`config.mk`:
```
export PLATFORM = sky130hd
export DESIGN_NAME = wb_port_arbiter
export DESIGN_NICKNAME = d
export VERILOG_FILES = /design/src/rtl/riscv_pkg.sv /design/src/rtl/rr_arbiter2.sv /design/src/rtl/wb_port_arbiter.sv
export SDC_FILE = /design/constraint.sdc
export NUM_CORES = 1
export LEC_CHECK = 0
export CAP_MARGIN = 20
export CORE_ASPECT_RATIO = 1.4
export CORE_UTILIZATION = 37
export CTS_CLUSTER_SIZE = 40
export DETAILED_ROUTE_END_ITERATION = 8
export GPL_TIMING_DRIVEN = 1
export MAX_ROUTING_LAYER = met4
export PLACE_DENSITY = 0.8
export SETUP_SLACK_MARGIN = 0.4
export SYNTH_ARGS = -nofsm -noshare
export SYNTH_HDL_FRONTEND = slang
export SYNTH_SLANG_ARGS = --single-unit
```
`constraint.sdc`:
```
create_clock -name clk -period 2 [get_ports clk]
set_clock_uncertainty 0.05 [all_clocks]
set_input_delay 0.4 -clock clk [delete_from_list [all_inputs] [get_ports clk]]
set_output_delay 0.4 -clock clk [all_outputs]
set_load 0.1 [all_outputs]
```
`src/rtl/riscv_pkg.sv`:
```
// Shared constants for the writeback path: data/address widths, requester ids
// and the hard-wired zero register.
package riscv_pkg;

    localparam int unsigned XLEN = 32;
    localparam int unsigned AW   = 5;

    typedef enum logic {
        REQ_ALU = 1'b0,
        REQ_MEM = 1'b1
    } req_id_e;

    localparam logic [AW-1:0] REG_ZERO = '0;

endpackage

```
`src/rtl/rr_arbiter2.sv`:
```
// Two-input grant for the writeback port: round-robin on a last-grant pointer,
// or fixed priority to the memory requester when RR_EN is 0.
module rr_arbiter2
    import riscv_pkg::*;
#(
    parameter int unsigned RR_EN = 1
) (
    input  logic clk,
    input  logic rst,
    input  logic i_req_alu,
    input  logic i_req_mem,
    output logic o_gnt_alu,
    output logic o_gnt_mem
);

    req_id_e r_last_grant;

    // Grants are suppressed during reset so nothing is accepted while rst=1.
    always_comb begin
        o_gnt_alu = 1'b0;
        o_gnt_mem = 1'b0;
        if (!rst) begin
            if (i_req_alu && i_req_mem) begin
                if ((RR_EN != 0) && (r_last_grant == REQ_MEM)) begin
                    o_gnt_alu = 1'b1;
                end else begin
                    o_gnt_mem = 1'b1;
                end
            end else begin
                o_gnt_alu = i_req_alu;
                o_gnt_mem = i_req_mem;
            end
        end
    end

    always_ff @(posedge clk) begin
        if (rst) begin
            r_last_grant <= REQ_ALU;
        end else if (RR_EN != 0) begin
            if (o_gnt_mem) begin
                r_last_grant <= REQ_MEM;
            end else if (o_gnt_alu) begin
                r_last_grant <= REQ_ALU;
            end
        end
    end

endmodule

```
`src/rtl/wb_port_arbiter.sv`:
```
// Shares the register file write port between the ALU and load writeback paths,
// with a registered output stage and pending-write hit flags for decode bypass.
module wb_port_arbiter
    import riscv_pkg::*;
#(
    parameter int unsigned RR_EN = 1,
    parameter int unsigned XLEN  = riscv_pkg::XLEN,
    parameter int unsigned AW    = riscv_pkg::AW
) (
    input  logic            clk,
    input  logic            rst,
    input  logic            alu_valid,
    input  logic [AW-1:0]   alu_rd,
    input  logic [XLEN-1:0] alu_data,
    output logic            alu_ready,
    input  logic            mem_valid,
    input  logic [AW-1:0]   mem_rd,
    input  logic [XLEN-1:0] mem_data,
    output logic            mem_ready,
    output logic            we3,
    output logic [AW-1:0]   a3,
    output logic [XLEN-1:0] wd3,
    input  logic [AW-1:0]   q1,
    input  logic [AW-1:0]   q2,
    output logic            hit1,
    output logic            hit2
);

    logic            w_gnt_alu;
    logic            w_gnt_mem;
    logic            r_we3;
    logic [AW-1:0]   r_a3;
    logic [XLEN-1:0] r_wd3;

    rr_arbiter2 #(
        .RR_EN(RR_EN)
    ) u_arb (
        .clk      (clk),
        .rst      (rst),
        .i_req_alu(alu_valid),
        .i_req_mem(mem_valid),
        .o_gnt_alu(w_gnt_alu),
        .o_gnt_mem(w_gnt_mem)
    );

    assign alu_ready = w_gnt_alu;
    assign mem_ready = w_gnt_mem;

    // x0 writes are accepted and captured but never enable the write port.
    always_ff @(posedge clk) begin
        if (rst) begin
            r_we3 <= 1'b0;
            r_a3  <= '0;
            r_wd3 <= '0;
        end else if (w_gnt_mem) begin
            r_we3 <= (mem_rd != AW'(REG_ZERO));
            r_a3  <= mem_rd;
            r_wd3 <= mem_data;
        end else if (w_gnt_alu) begin
            r_we3 <= (alu_rd != AW'(REG_ZERO));
            r_a3  <= alu_rd;
            r_wd3 <= alu_data;
        end else begin
            r_we3 <= 1'b0;
        end
    end

    assign we3  = r_we3;
    assign a3   = r_a3;
    assign wd3  = r_wd3;
    assign hit1 = r_we3 && (r_a3 == q1) && (q1 != AW'(REG_ZERO));
    assign hit2 = r_we3 && (r_a3 == q2) && (q2 != AW'(REG_ZERO));

endmodule
```
==> run summary, run 1 <==
Average cell area after synthesis: 8.58 um2
Initial core utilization: 38.4%
Buf+Inv Stages, Crit Path: 1
Fill count: 438
Routability cong.: 0.771
Critical path startpoint category: flip-flop
Largest net degree at the start of global routing: 39
TNS Setup: 0 ns
Area of the multi-input gates: 0.00138 mm2
CTS max path bufs: 2
CP top delay family: simple AND/OR/NAND/NOR gates
Synth top area share: 36.8%
Area Overhead vs Synth: 85.7%
Synth warn: 0
Detailed Place HPWL: 4.49 mm
Top Ports: 130
Relative slew slack: 67.3%
Dominant cell by count in the synthesized netlist: dfxtp_1
Fmax: 503 MHz
Final Hold Viols: 0
Setup crit end kind: primary output
Critical Path RT: 1.55 ns
Place WS: -0.181 ns
Max-Cap Viols: 0
Sequential share of the synthesized area: 36.8%
Dominant cells by area after synthesis: dfxtp_1, a311oi_1, or3b_1
Worst Path Max Fanout: 5
CTS H-tree depth: 2
Setup CP Type: flip-flop to primary output
Arrival time at the worst endpoint: 1.54 ns
Final WS setup: 0.0127 ns
Placed inst area: 0.00355 mm2
EDFF count, synth: 0
Lkg Pwr: 1.49 nW
FF/Latch Area: 800 um2
#FFs+latches synth: 39
# DRC: 0
Detailed Route WL: 6.80 mm
Post-DR vias/cell: 5.43
Hold slack: 0.449 ns
Worst-path cell chain: nor4_2, or3_4, a211oi_4, buf_12
Post-Syn Area: 0.00212 mm2
Port bufs: 129
Final period utilization: 99.4%
Max-slew violations: 0
Ys flop type: dfxtp_1
Rows: 32
Mapped Nets: 335
Outcome: finished clean
CP peak stage delay: 0.39 ns
Vias in the first global route: 2,151
First-pass GRT wire length: 10.1 mm
Clock sinks: 39
# setup viols final: 0
Final Critical Period: 1.99 ns
Core box area: 0.00553 mm2
Cell taking the most area after synthesis: dfxtp_1
Die height: 91.6 um
Hold_buf cts: 0
Nets: 466
CTS root buffer: clkbuf_8
Slowest cell on crit path: dfxtp_4
CTS clk-pin slew, worst paths: 0.08 ns
GRT Residual Overflow: 0
Die Wd: 66.0 um
Mapped Cells: 247
RSZ-0062 raised after global routing: true
Total track usage: 22.1%
Peak supply drop: 0.000397 V
Initial DRC count: 88
FF-to-FF setup slack: 0.43 ns
Post-synth top cells: dfxtp_1, nor2_1, o21ai_0, a311oi_1, or3b_1
Pwr/cell area: 706 mW/mm2
# diodes: 0
Vias: 2,427
Min-delay worst type: flip-flop to flip-flop
WL per Instance: 15.2 um
Worst Max-Slew Pin Slew: 0.491 ns
CTS tree: built
Layout cells sized above 1: 29.8%
Die Area: 0.00604 mm2
Design Area, Final: 0.00394 mm2
Yosys cell types: 25
Drt pass-1 iters: 4
Antenna violations before repair: 0
Later-pin clock latency in the skew report: 0.29 ns
Total CTS buffers: 5
ANT nets after route: 0
Asr flop ratio synth: 0%
-- area by class of cell --
type                       count  area share (%)
sequential                    39            20.3
multi-input combinational    180            35.0
clock buffer                   5            1.75
timing repair buffer         152            39.1
clock inverter                 3            1.69
tap                           68            2.16
-- where the power goes --
part	internal, mW	total (mW)	switching (mW)
clock network	0.499	0.794	0.296
logic	0.405	1.10	0.696
registers	0.839	0.881	0.0419
-- worst reg2reg max path, cell delays in order (launching register included) --
cell and delay, ns:
dfxtp_2 0.35, and2_4 0.17, buf_6 0.14, buf_12 0.15
or4_4 0.47, o311a_1 0.13
-- layout by cell type, fill, tap and decap left out, types with 5 or more instances in the layout --
cell,n
a311oi_1,23
xnor2_1,7
clkbuf_8,5
buf_12,11
dfxtp_1,32
dlygate4sd2_1,9
nor2_1,37
o21ai_0,38
a311oi_2,14
or3b_1,36
buf_4,49
clkdlybuf4s50_1,72
-- per-layer routing --
metal  wire length, um  vias up  global-route usage, %
met2              3670       81                   38.4
met4               131        0                   8.33
met5                 0        -                      -
met1              2650     1139                   24.6
met3               344       10                   3.64
li1                  -     1197                      -
-- per-stage QoR --
| stage | utilization [%] | std cells | power, mW |
|---|---|---|---|
| after global placement | 64.3 | 428 | 1.92 |
| after floorplan | - | 247 | 1.59 |
| after CTS | 68.6 | 445 | 2.75 |
| after global routing | 71.2 | 447 | 2.88 |
| final | 71.2 | 447 | 2.78 |
| after detailed placement | 64.3 | 428 | 1.93 |
-- repair_timing --
item / CTS / global route
setup buffers: 8 / 0
gates resized for setup: 32 / 18
pin swaps: 14 / 21
hold endpoints to repair: 0 / 0
endpoints found under the setup margin: 42 / 29
gates cloned: 1 / 2
-- registers in the layout, indices dropped and copies added (netlist names) --
register	count
wd3	32
a3	5
u_arb.r_last_grant	1
we3	1
-- logic make-up (layout without fill, tap and decap cells) --
group                     count (synthesis)  in the layout  synth area share, %
xor gates and xnor gates                  8              8                 3.31
buffers and inverters                    28            160                 6.37
DFF                                      39             39                 36.8
AOI/OAI and AO/OA                        80             80                 26.4
and+or+nand+nor                          92             92                 27.1
-- worst paths after layout --
kind,endpoint,cells past startpoint,startpoint
hold reg to reg,wd3[4],2,wd3[4]
hold / removal,wd3[4],2,wd3[4]
setup reg to reg,we3,5,u_arb.r_last_grant
setup / recovery,hit1,4,a3[2]
Note: power is estimated with default switching activity, not from simulation.
==> run 2, diff against run 1 <==
CELL_PAD_IN_SITES_DETAIL_PLACEMENT = 1   (was not set)
CELL_PAD_IN_SITES_GLOBAL_PLACEMENT = 1   (was not set)
CORE_UTILIZATION = 26   (was 37)
PLACE_DENSITY = not set   (was 0.8)
PLACE_DENSITY_LB_ADDON = 0.1   (was not set)
==> run summary, run 2 (synthesis gave the netlist of run 1 again) <==
Buf+Inv Stages, Crit Path: 1 (unchanged)
Final Hold Viols: 0 (unchanged)
Later-pin clock latency in the skew report: 0.30 ns (about the same)
Relative slew slack: 79.1% (+12 points)
Total CTS buffers: 5 (unchanged)
Final period utilization: 99.4% (about the same)
Rows: 38 (+19%)
Arrival time at the worst endpoint: 1.54 ns (about the same)
CP peak stage delay: 0.40 ns (about the same)
Clock sinks: 39 (unchanged)
Max-slew violations: 0 (unchanged)
Max FFs per register: 32 (unchanged)
CTS max path bufs: 2 (unchanged)
Largest net degree at the start of global routing: 44 (+13%)
Routability cong.: 0.700 (-9.2%)
Setup crit end kind: primary output
Critical path startpoint category: flip-flop
Commonest non-fill, non-tap cell in the layout: clkdlybuf4s50_1
CP top delay family: flip-flops
CTS tree: built
# setup viols final: 0 (unchanged)
Nets: 467 (+0.21%)
Critical Path RT: 1.55 ns (about the same)
Crit. path cell count: 4 (unchanged)
Final cell count without fillers: 480 (+7.4%)
Final Util: 49.6% (-22 points)
Die Wd: 78.3 um (+19%)
Area Overhead vs Synth: 83.6%
Peak supply drop: 0.000306 V (-23%)
Drt pass-1 iters: 4 (unchanged)
Pwr/cell area: 661 mW/mm2 (-6.4%)
Cells after DPL: 463 (+8.2%)
CTS H-tree depth: 2 (unchanged)
Detailed Route WL: 7.51 mm (+10%)
Core box area: 0.00785 mm2 (+42%)
Crit path launch: a3[2]
Top Ports: 130 (unchanged)
Min-delay worst type: flip-flop to flip-flop
WL per Instance: 15.6 um (+2.9%)
Power Total: 2.57 mW (-7.4%)
Fill count: 910 (+110%)
Reg2Reg Depth: 5 (unchanged)
# DRC: 0 (unchanged)
ANT nets after route: 0 (unchanged)
GRT Residual Overflow: 0 (unchanged)
RSZ-0062 raised after global routing: true
Final Critical Period: 1.99 ns (+0.000984 ns)
Die height: 109 um (+19%)
Max-Cap Viols: 0 (unchanged)
Total track usage: 18.3% (-3.8 points)
Lkg Pwr: 1.47 nW (-1.7%)
Slowest cell on crit path: dfxtp_4
Port bufs: 129 (unchanged)
# diodes: 0 (unchanged)
Worst Path Max Fanout: 5 (unchanged)
Worst setup path endpoint: hit2
Commonest cells after routing, fill and taps aside: clkdlybuf4s50_1, buf_4, o21ai_0
First-pass GRT wire length: 11.8 mm (+17%)
Outcome: finished clean
Initial core utilization: 27.0% (-11 points)
RR Startpoint: u_arb.r_last_grant
Hold_buf cts: 0 (unchanged)
Antenna violations before repair: 0 (unchanged)
Hold slack: 0.452 ns (+0.00329 ns)
CTS clk-pin slew, worst paths: 0.07 ns (about the same)
Worst Max-Slew Pin Slew: 0.313 ns (-0.178 ns)
TNS Setup: 0 ns (unchanged)
Post-DR vias/cell: 5.02 (-7.5%)
Detailed Place HPWL: 5.29 mm (+18%)
CTS root buffer: clkbuf_8
FF-to-FF setup slack: 0.43 ns (about the same)
Initial DRC count: 55 (-38%)
Vias in the first global route: 2,426 (+13%)
RR Endpoint: a3[1]
Vias: 2,410 (-0.70%)
Worst-path cell chain: nor4_4, or3_4, a211oi_4, buf_12
Die Area: 0.00852 mm2 (+41%)
Setup CP Type: flip-flop to primary output
Fmax: 503 MHz (about the same)
Layout cells sized above 1: 27.4% (-2.4 points)
-- run 2: layout make-up --
| class | instances | area (um2) | share of cell area, % |
|---|---|---|---|
| Clock buffer | 8 | 100 | 2.57 |
| Multi-Input combinational cell | 181 | 1340 | 34.4 |
| Timing Repair Buffer | 152 | 1520 | 39.2 |
| Tap cell | 100 | 125 | 3.22 |
| Sequential cell | 39 | 802 | 20.6 |
-- run 2: routing by layer --
metal | GRT usage (%) | share of wire (%) | wire [um] | up-vias
met5 | - | 0 | 0 | -
met1 | 19.6 | 39 | 2920 | 1121
met4 | 6.22 | 1.8 | 137 | 0
li1 | - | - | - | 1203
met3 | 3.68 | 4.4 | 334 | 10
met2 | 33.3 | 55 | 4120 | 76
-- run 2: report_power, final --
| group | switching, mW | internal, mW | leakage, nW |
|---|---|---|---|
| Sequential | 0.0459 | 0.839 | 0.327 |
| Combinational | 0.688 | 0.398 | 1.09 |
| Clock | 0.284 | 0.315 | 0.0515 |
-- run 2: worst register-to-register path: stages, from the launching register on --
cell,delay [ns]
dfxtp_4,0.37
and2_4,0.19
buf_6,0.14
buf_12,0.12
or3b_4,0.37
a311oi_2,0.24
-- run 2: what timing repair did --
action                     in CTS  in global routing
gates resized for setup        31                 10
pin swaps                      27                  8
gates cloned                    2                  1
setup endpoints to repair      42                 22
setup buffers                   5                  1
-- run 2: worst min path at each step --
stage | startpoint | end | slack [ns] | cells past startpoint
after detailed placement | wd3[30] | wd3[30] | 0.45 | 2
after global routing | wd3[18] | wd3[18] | 0.47 | 2
final | wd3[30] | wd3[30] | 0.45 | 2
after floorplan | alu_rd[4] | we3 | 0.51 | 1
after CTS | rst | wd3[13] | 0.45 | 3
after global placement | wd3[6] | wd3[6] | 0.44 | 2
-- run 2: stage by stage --
stage               setup WS, ns  area [um2]
global placement          -0.152        3600
global route             -0.0428        3890
floorplan                 -0.364        2220
finish                    0.0117        3890
detailed placement        -0.170        3600
CTS                     -0.00290        3800
